--- config.mk ---
export PLATFORM = sky130hd
export DESIGN_NAME = reaction_game_fsm
export DESIGN_NICKNAME = d
export VERILOG_FILES = /design/src/rtl/reaction_game_fsm.sv
export SDC_FILE = /design/constraint.sdc
export NUM_CORES = 1
export LEC_CHECK = 0
export BUFFER_PORTS_ARGS = -buffer_cell sky130_fd_sc_hd__buf_2
export CAP_MARGIN = 10
export CORE_ASPECT_RATIO = 1.75
export CORE_MARGIN = 1.5
export CORE_UTILIZATION = 35
export DETAILED_ROUTE_END_ITERATION = 8
export PLACE_DENSITY_LB_ADDON = 0.3
export SYNTH_ARGS = -nofsm -noshare
export SYNTH_HDL_FRONTEND = slang
export SYNTH_SLANG_ARGS = --single-unit
--- constraint.sdc ---
create_clock -name clk -period 2.38 [get_ports clk]
set_input_delay 0.119 -clock clk [delete_from_list [all_inputs] [get_ports clk]]
set_output_delay 0.119 -clock clk [all_outputs]
set_load 0.01 [all_outputs]
--- src/rtl/reaction_game_fsm.sv ---
// Reaction-time benchmark controller: click-driven round FSM with screen changes committed on VGA frame boundaries.
// Optional: define REACT_AVG_EN to report the mean of the last four valid trials instead of the last trial.
module reaction_game_fsm #(
  parameter int          CLKS_PER_MS  = 50000,
  parameter int          MIN_DELAY_MS = 1000,
  parameter logic [15:0] LFSR_SEED    = 16'hACE1
) (
  input  logic        clk,
  input  logic        iResetn,
  input  logic        iClick,
  input  logic        V_SYNC,
  output logic [1:0]  reactScreen,
  output logic [11:0] currentScore,
  output logic        oEarly
);

  localparam int             PW        = (CLKS_PER_MS > 1) ? $clog2(CLKS_PER_MS) : 1;
  localparam logic [PW-1:0]  PRESC_MAX = PW'(CLKS_PER_MS - 1);
  localparam logic [11:0]    MS_MAX    = 12'hFFF;

  // Encoding doubles as the screen selector each state asks the drawer to show.
  typedef enum logic [1:0] {
    S_IDLE   = 2'd0,
    S_WAIT   = 2'd1,
    S_GO     = 2'd2,
    S_RESULT = 2'd3
  } state_t;

  state_t        state_q, state_d;
  logic [1:0]    screen_q, screen_d;
  logic [11:0]   score_q, score_d;
  logic [11:0]   ms_q, ms_d;
  logic [11:0]   delay_q, delay_d;
  logic [PW-1:0] presc_q, presc_d;
  logic [15:0]   lfsr_q, lfsr_d;
  logic          early_q, early_d;
  logic          click_prev_q, vsync_prev_q;
  logic          click_edge, frame_edge, ms_tick, go_committed, trial_done;

`ifdef REACT_AVG_EN
  logic [11:0] hist_q [4];
  logic [11:0] hist_d [4];
  logic [1:0]  ptr_q, ptr_d;
  logic [13:0] sum_q, sum_d;
`endif

  assign reactScreen  = screen_q;
  assign currentScore = score_q;
  assign oEarly       = early_q;

  // NOTE: every signal driven here gets a default first, so no path leaves it unassigned and no latch is inferred.
  always_comb begin
    click_edge   = iClick & ~click_prev_q;
    frame_edge   = ~V_SYNC & vsync_prev_q;
    ms_tick      = (presc_q == PRESC_MAX);
    go_committed = (screen_q == 2'd2);
    lfsr_d       = {lfsr_q[14:0], lfsr_q[15] ^ lfsr_q[13] ^ lfsr_q[12] ^ lfsr_q[10]};

    state_d    = state_q;
    delay_d    = delay_q;
    ms_d       = ms_q;
    early_d    = 1'b0;
    trial_done = 1'b0;
    presc_d    = ms_tick ? '0 : presc_q + PW'(1);

    unique case (state_q)
      S_IDLE: begin
        if (click_edge) begin
          state_d = S_WAIT;
          delay_d = 12'(MIN_DELAY_MS) + {1'b0, lfsr_q[10:0]};
          ms_d    = '0;
        end
      end
      S_WAIT: begin
        if (ms_tick) ms_d = ms_q + 12'd1;
        if (click_edge) begin
          state_d = S_IDLE;
          early_d = 1'b1;
        end else if (ms_q == delay_q) begin
          state_d = S_GO;
          ms_d    = '0;
        end
      end
      S_GO: begin
        // The pre-edge screen decides commitment, so a click on the committing frame edge is still early.
        if (!go_committed) begin
          ms_d    = '0;
          presc_d = '0;
          if (click_edge) begin
            state_d = S_IDLE;
            early_d = 1'b1;
          end
        end else begin
          if (ms_tick && ms_q != MS_MAX) ms_d = ms_q + 12'd1;
          if (click_edge) begin
            state_d    = S_RESULT;
            trial_done = 1'b1;
          end
        end
      end
      S_RESULT: begin
        if (click_edge) state_d = S_IDLE;
      end
      default: state_d = S_IDLE;
    endcase

    if (state_d != state_q) presc_d = '0;
    screen_d = frame_edge ? state_q : screen_q;
  end

`ifdef REACT_AVG_EN
  always_comb begin
    hist_d  = hist_q;
    ptr_d   = ptr_q;
    sum_d   = sum_q;
    score_d = score_q;
    if (trial_done) begin
      sum_d         = sum_q - {2'b00, hist_q[ptr_q]} + {2'b00, ms_q};
      hist_d[ptr_q] = ms_q;
      ptr_d         = ptr_q + 2'd1;
      score_d       = sum_d[13:2];
    end
  end
`else
  always_comb score_d = trial_done ? ms_q : score_q;
`endif

  // NOTE: state is updated with non-blocking assignments so every flop samples pre-edge values.
  always_ff @(posedge clk or negedge iResetn) begin
    if (!iResetn) begin
      state_q      <= S_IDLE;
      screen_q     <= '0;
      score_q      <= '0;
      ms_q         <= '0;
      delay_q      <= '0;
      presc_q      <= '0;
      lfsr_q       <= LFSR_SEED;
      early_q      <= 1'b0;
      click_prev_q <= 1'b0;
      vsync_prev_q <= 1'b0;
`ifdef REACT_AVG_EN
      // NOTE: the history is architectural state (empty entries must read 0), so this small array is reset explicitly.
      for (int i = 0; i < 4; i++) hist_q[i] <= '0;
      ptr_q <= '0;
      sum_q <= '0;
`endif
    end else begin
      state_q      <= state_d;
      screen_q     <= screen_d;
      score_q      <= score_d;
      ms_q         <= ms_d;
      delay_q      <= delay_d;
      presc_q      <= presc_d;
      lfsr_q       <= lfsr_d;
      early_q      <= early_d;
      click_prev_q <= iClick;
      vsync_prev_q <= V_SYNC;
`ifdef REACT_AVG_EN
      hist_q <= hist_d;
      ptr_q  <= ptr_d;
      sum_q  <= sum_d;
`endif
    end
  end

endmodule

* Word level (Yosys, flattened, before mapping)
Index checks and enable logic that the tools add are counted.
** Operators by class
- Add/sub/neg operators :: 3
- $mul :: 0
- Divide/modulo/power cells :: 0
- Order comparisons :: 0
- Equality and inequality tests :: 10
- Shifts and indexed selects :: 0
- Mux-type cells :: 23
- Bitwise gates (word level) :: 7
- Reductions and logical operators :: 5
** Operator list (count)
- $mux W12 :: 6
- $mux W16 :: 4
- $pmux W12 S3 :: 1
- $add A16 B1 Y16 const B :: 1
- $eq A16 B16 Y1 const B :: 1
- $add A10 B11 Y12 const A :: 1
- $add A12 B1 Y12 const B :: 1
- $eq A12 B12 Y1 :: 1
- $mux W2 :: 6
- $ne A12 B12 Y1 const B :: 1
- $pmux W2 S4 :: 1
- $eq A2 B2 Y1 const B :: 3
- $mux W1 :: 4
- $ne A3 B3 Y1 const B :: 1
- $reduce_and A3 Y1 :: 1
- $reduce_bool A3 Y1 :: 1
- $xor A1 B1 Y1 :: 3
- $and A1 B1 Y1 :: 2
- $eq A2 B1 Y1 const B :: 1
- $logic_not A2 Y1 :: 1
- $ne A2 B2 Y1 :: 1
- $ne A2 B2 Y1 const B :: 1
- $not A1 Y1 :: 2
- $pmux W1 S2 :: 1
- other kinds (2) :: 2
** Storage, ports and cells
- Register bits :: 75
- Bits in latches :: 0
- RAM bits :: 0
- Memory bits (read-only) :: 0
- Bits of input ports :: 4
- Output and inout port bits :: 15
- Logic and storage cells :: 58
- Memories :: 0

* Longest topological paths before layout
- Word-level depth :: 7
- Mapped depth :: 10
- Mapped depth without buffers :: 8

* Worst setup path after synthesis
OpenSTA, ideal clock, no wires.
- Kind :: flip-flop to flip-flop
- Start :: reg state_q[0]
- End :: reg ms_q[0]
- Library setup time :: 0.125 ns
- Arrival time :: 2.233 ns
- Data required time :: 2.255 ns
- Setup slack :: 0.023 ns
- Cell stages (with the launch flop) :: 10
- Buffers on the path :: 2
- Clock period less this slack :: 2.357 ns
- Cell sequence :: dfrtp_1 -> inv_1 -> ha_1 -> buf_4 -> nand3b_2 -> or4_4 -> o211a_1 -> buf_6 -> and3_4 -> mux2_2
** On the way
- Longest elaborated chain between the ends :: 3
- Elaborated cells between the ends (all ways) :: 8
- Classes of those cells :: eq/ne: 4; mux: 1; reduce/logical: 3
** Ends and longest elaborated chain
- from (decl) :: line 29 : state_t state_q, state_d;
- from (signal assigned) :: line 148 : state_q <= state_d;
- $eq A2 B2 Y1, or another cell as far along :: line 66 : unique case (state_q)
- $ne A3 B3 Y1 (no line), or another cell as far along
- $reduce_and A3 Y1 (no line)
- to (signal assigned) :: line 151 : ms_q <= ms_d;
- to (decl) :: line 32 : logic [11:0] ms_q, ms_d;
Parallel ways exist; a longest one is shown, timed or not.
A chain may end at the register's enable or synchronous reset.

* Worst setup path after layout
- Start :: reg ms_q[0]
- End :: reg ms_q[1]
** On the way
- Longest elaborated chain between the ends :: 5
- Elaborated cells between the ends (all ways) :: 12
- Classes of those cells :: add/sub: 1; eq/ne: 3; mux: 6; reduce/logical: 2
** Ends and longest elaborated chain
- $add A12 B1 Y12 :: line 75, 94
- $mux W12 :: line 75 : if (ms_tick) ms_d = ms_q + 12'd1;
- $mux W12 :: line 79 : end else if (ms_q == delay_q) begin
- $mux W12 :: line 76 : if (click_edge) begin
- $pmux W12 S3 :: line 66
Parallel ways exist; a longest one is shown, timed or not. The select of a mux whose other input is x is not followed.

==> out/metrics.cfg <==
[status]
status = completed

[synth]
ys_seq_area_frac = 0.510
synth_area_per_cell_um2 = 11.1
synth_cells = 334
syn-num-nets = 347
async_flop_share = 1.00
synth_warnings = 0
synth_flop_cell = dfrtp_1
syn-cell-area_um2 = 3700
synth_edf_count = 0
ys_ff_latch = 75
yosysUniqueCellTypes = 58

[detailed_routing]
post-route-drc-count = 0
vias = 2633
first_pass_iters = 4
drt_wl_total_um = 8170
via_per_inst = 5.18
drt-initial-drc-count = 69
postRouteAntennaNets = 0
wl_per_cell_um = 16.1

[timing]
worstMarginPinSlew_ns = 0.927
finalClockSkew_ns = 0.00652
timing.final.crit_share = 0.946
tns_ns = 0
fmax_mhz = 444
slew-limit-headroom = 0.382
hold_viol_final = 0
whs_ns = 0.366
finalWorstSetupSlack_ns = 0.127
layout_min_cycle_time_ns = 2.25
setup_viol = 0
slew_violations = 0

[final_layout]
final_nets = 389
fin_cells = 508
final.fill_count = 980
final_layout_size_suffix_gt1_frac = 0.276
finish.instance_area_um2 = 4410
syn_to_final_growth_pct = 19.3
antenna_cells = 0

[min_path]
hold_class = flop to flop
worstHoldStart = lfsr_q[14]$_DFF_PN0_

[clock_network]
cts_root_buffer = clkbuf_16
cts_tree = done
cts_buffers = 9
clk_path_buf_depth = 2
htreeDepth = 3
clock_sinks = 75
clkSlewWorstSetupHoldPaths_ns = 0.06
insertion_delay_ns = 0.34

[placement]
dp.cells = 487
dp_hpwl_um = 5930
numPortBuffers = 18
globalplace.congestion = 0.953
place_worst_setup_slack_ns = 0.0731
place_area_um2 = 4030

[worst_setup_path]
critPathMaxFanout = 7
cp_data_arrival_time_ns = 2.48
cp.required_ns = 2.60
rr_startpoint = ms_q[0]$_DFFE_PN0P_
critPathKind = flop to flop
crit_path_start_kind = flop
cp-end-kind = flop
startpoint = ms_q[0]$_DFFE_PN0P_

[floorplan]
die_y_um = 139
start_util = 0.359
die_w_um = 80.7
coreArea_um2 = 10300
die-area_um2 = 11200
std_cell_rows = 49
ioPinCount = 19

[pwr]
power_density_nw_per_um2 = 884
p_leak_nw = 2.01
ir_drop_mv = 0.383

[global_routing]
antenna_found_initial = 0
overflow = 0
track_usage = 0.164
grt_pass1_vias = 2866
grt_max_degree = 76
grt_pass1_wl_um = 13900

[flow_run]
max_cap_violations = 0

[cells by family after synthesis]
kind of cell	count (synthesis)	synth area share
flip-flops	75	0.510
adder cells (fa/ha/maj)	9	0.0304
AO/OA/AOI/OAI	57	0.112
buffers and inverters	25	0.0348
XOR/XNOR	36	0.0872
multiplexers	22	0.0659
AND/OR/NAND/NOR	110	0.160
[timing repair]
action / CTS / global route
endpoints found under the hold margin: 69 / 0
hold buffers: 3 / 0
endpoints found under the setup margin: 0 / 7
buffers inserted: 0 / 2
gates resized for setup: 0 / 2
[layer usage]
layer	GRT usage	vias to the layer above	wire length (um)
met4	0.0880	0	265
met2	0.300	46	4540
met5	0	-	0
met3	0.0395	20	227
met1	0.164	1303	3140
li1	-	1264	-
[final timing paths]
kind                                   endpoint  cells after the start  slack, ns
min                        lfsr_q[15]$_DFF_PN1_                      0       0.37
min reg2reg                lfsr_q[15]$_DFF_PN1_                      0       0.37
min in group asynchronous  state_q[1]$_DFF_PN0_                      2       0.46
max in group asynchronous   lfsr_q[1]$_DFF_PN0_                      2       1.32
max                         ms_q[1]$_DFFE_PN0P_                      8       0.13
max reg2reg                 ms_q[1]$_DFFE_PN0P_                      8       0.13
[synthesized netlist by cell type (7+ instances only)]
cell type  count  area, um^2
xnor2_1       23         201
nor3_1         7        35.0
dfrtp_1       67        1680
a21oi_1       10        50.1
xor2_1        12         105
clkbuf_1       8        30.0
nor2_1        32         120
inv_1         10        37.5
dfstp_2        8         210
nand4_1       10        62.6
o21ai_0       15        75.1
nand2_1       20        75.1
nand3_1       14        70.1
ha_1           9         113
mux2_2        19         214
[power by group]
group | internal, mW | switching (mW) | total, mW
sequential | 1.39 | 0.0980 | 1.49
clock | 0.938 | 0.575 | 1.51
combinational | 0.375 | 0.528 | 0.902
total | 2.70 | 1.20 | 3.90
[cell type report]
type                       count  area (um^2)  area share
clock inverter                 7          106      0.0241
clock buffer                   9          225      0.0510
timing repair buffer          46          310      0.0703
sequential                    75         1890       0.427
tap                          127          159      0.0360
multi-input combinational    234         1690       0.383
inverter                      10         37.5     0.00850
[worst max-delay path: stages, from the launching register on]
cell and delay, ns:
dfrtp_1 0.46, ha_1 0.26, nand4_1 0.14, or4_4 0.54
o211a_1 0.19, buf_4 0.18, and3_1 0.17, o21ai_0 0.10
nand2_1 0.09
[layout by cell type (no fill, tap or decap), types with 3 or more instances in the layout]
cell type / instances
dfrtp_1: 67
nor2_1: 32
buf_4: 26
xnor2_1: 23
nand2_1: 20
mux2_2: 19
buf_2: 17
o21ai_0: 15
nand3_1: 14
xor2_1: 12
inv_1: 10
a21oi_1: 10
nand4_1: 10
clkbuf_16: 9
ha_1: 8
dfstp_2: 8
nor3_1: 7
a31oi_1: 5
a211oi_1: 5
and3_1: 5
mux2i_1: 3
o31ai_1: 3
inv_6: 3
dlygate4sd3_1: 3
[registers in the layout, summed over array words and instances, names as in the netlist]
register / cells
click_prev_q: 1
currentScore: 12
delay_q: 12
lfsr_q: 16
ms_q: 12
oEarly: 1
presc_q: 16
reactScreen: 2
state_q: 2
vsync_prev_q: 1
[stage by stage]
step	util	power, mW
floorplan	-	2.12
global placement	0.392	2.38
detailed placement	0.392	2.40
CTS	0.427	3.93
global route	0.429	4.13
finish	0.429	3.90
No activity file was read; power rests on OpenSTA's default activity.
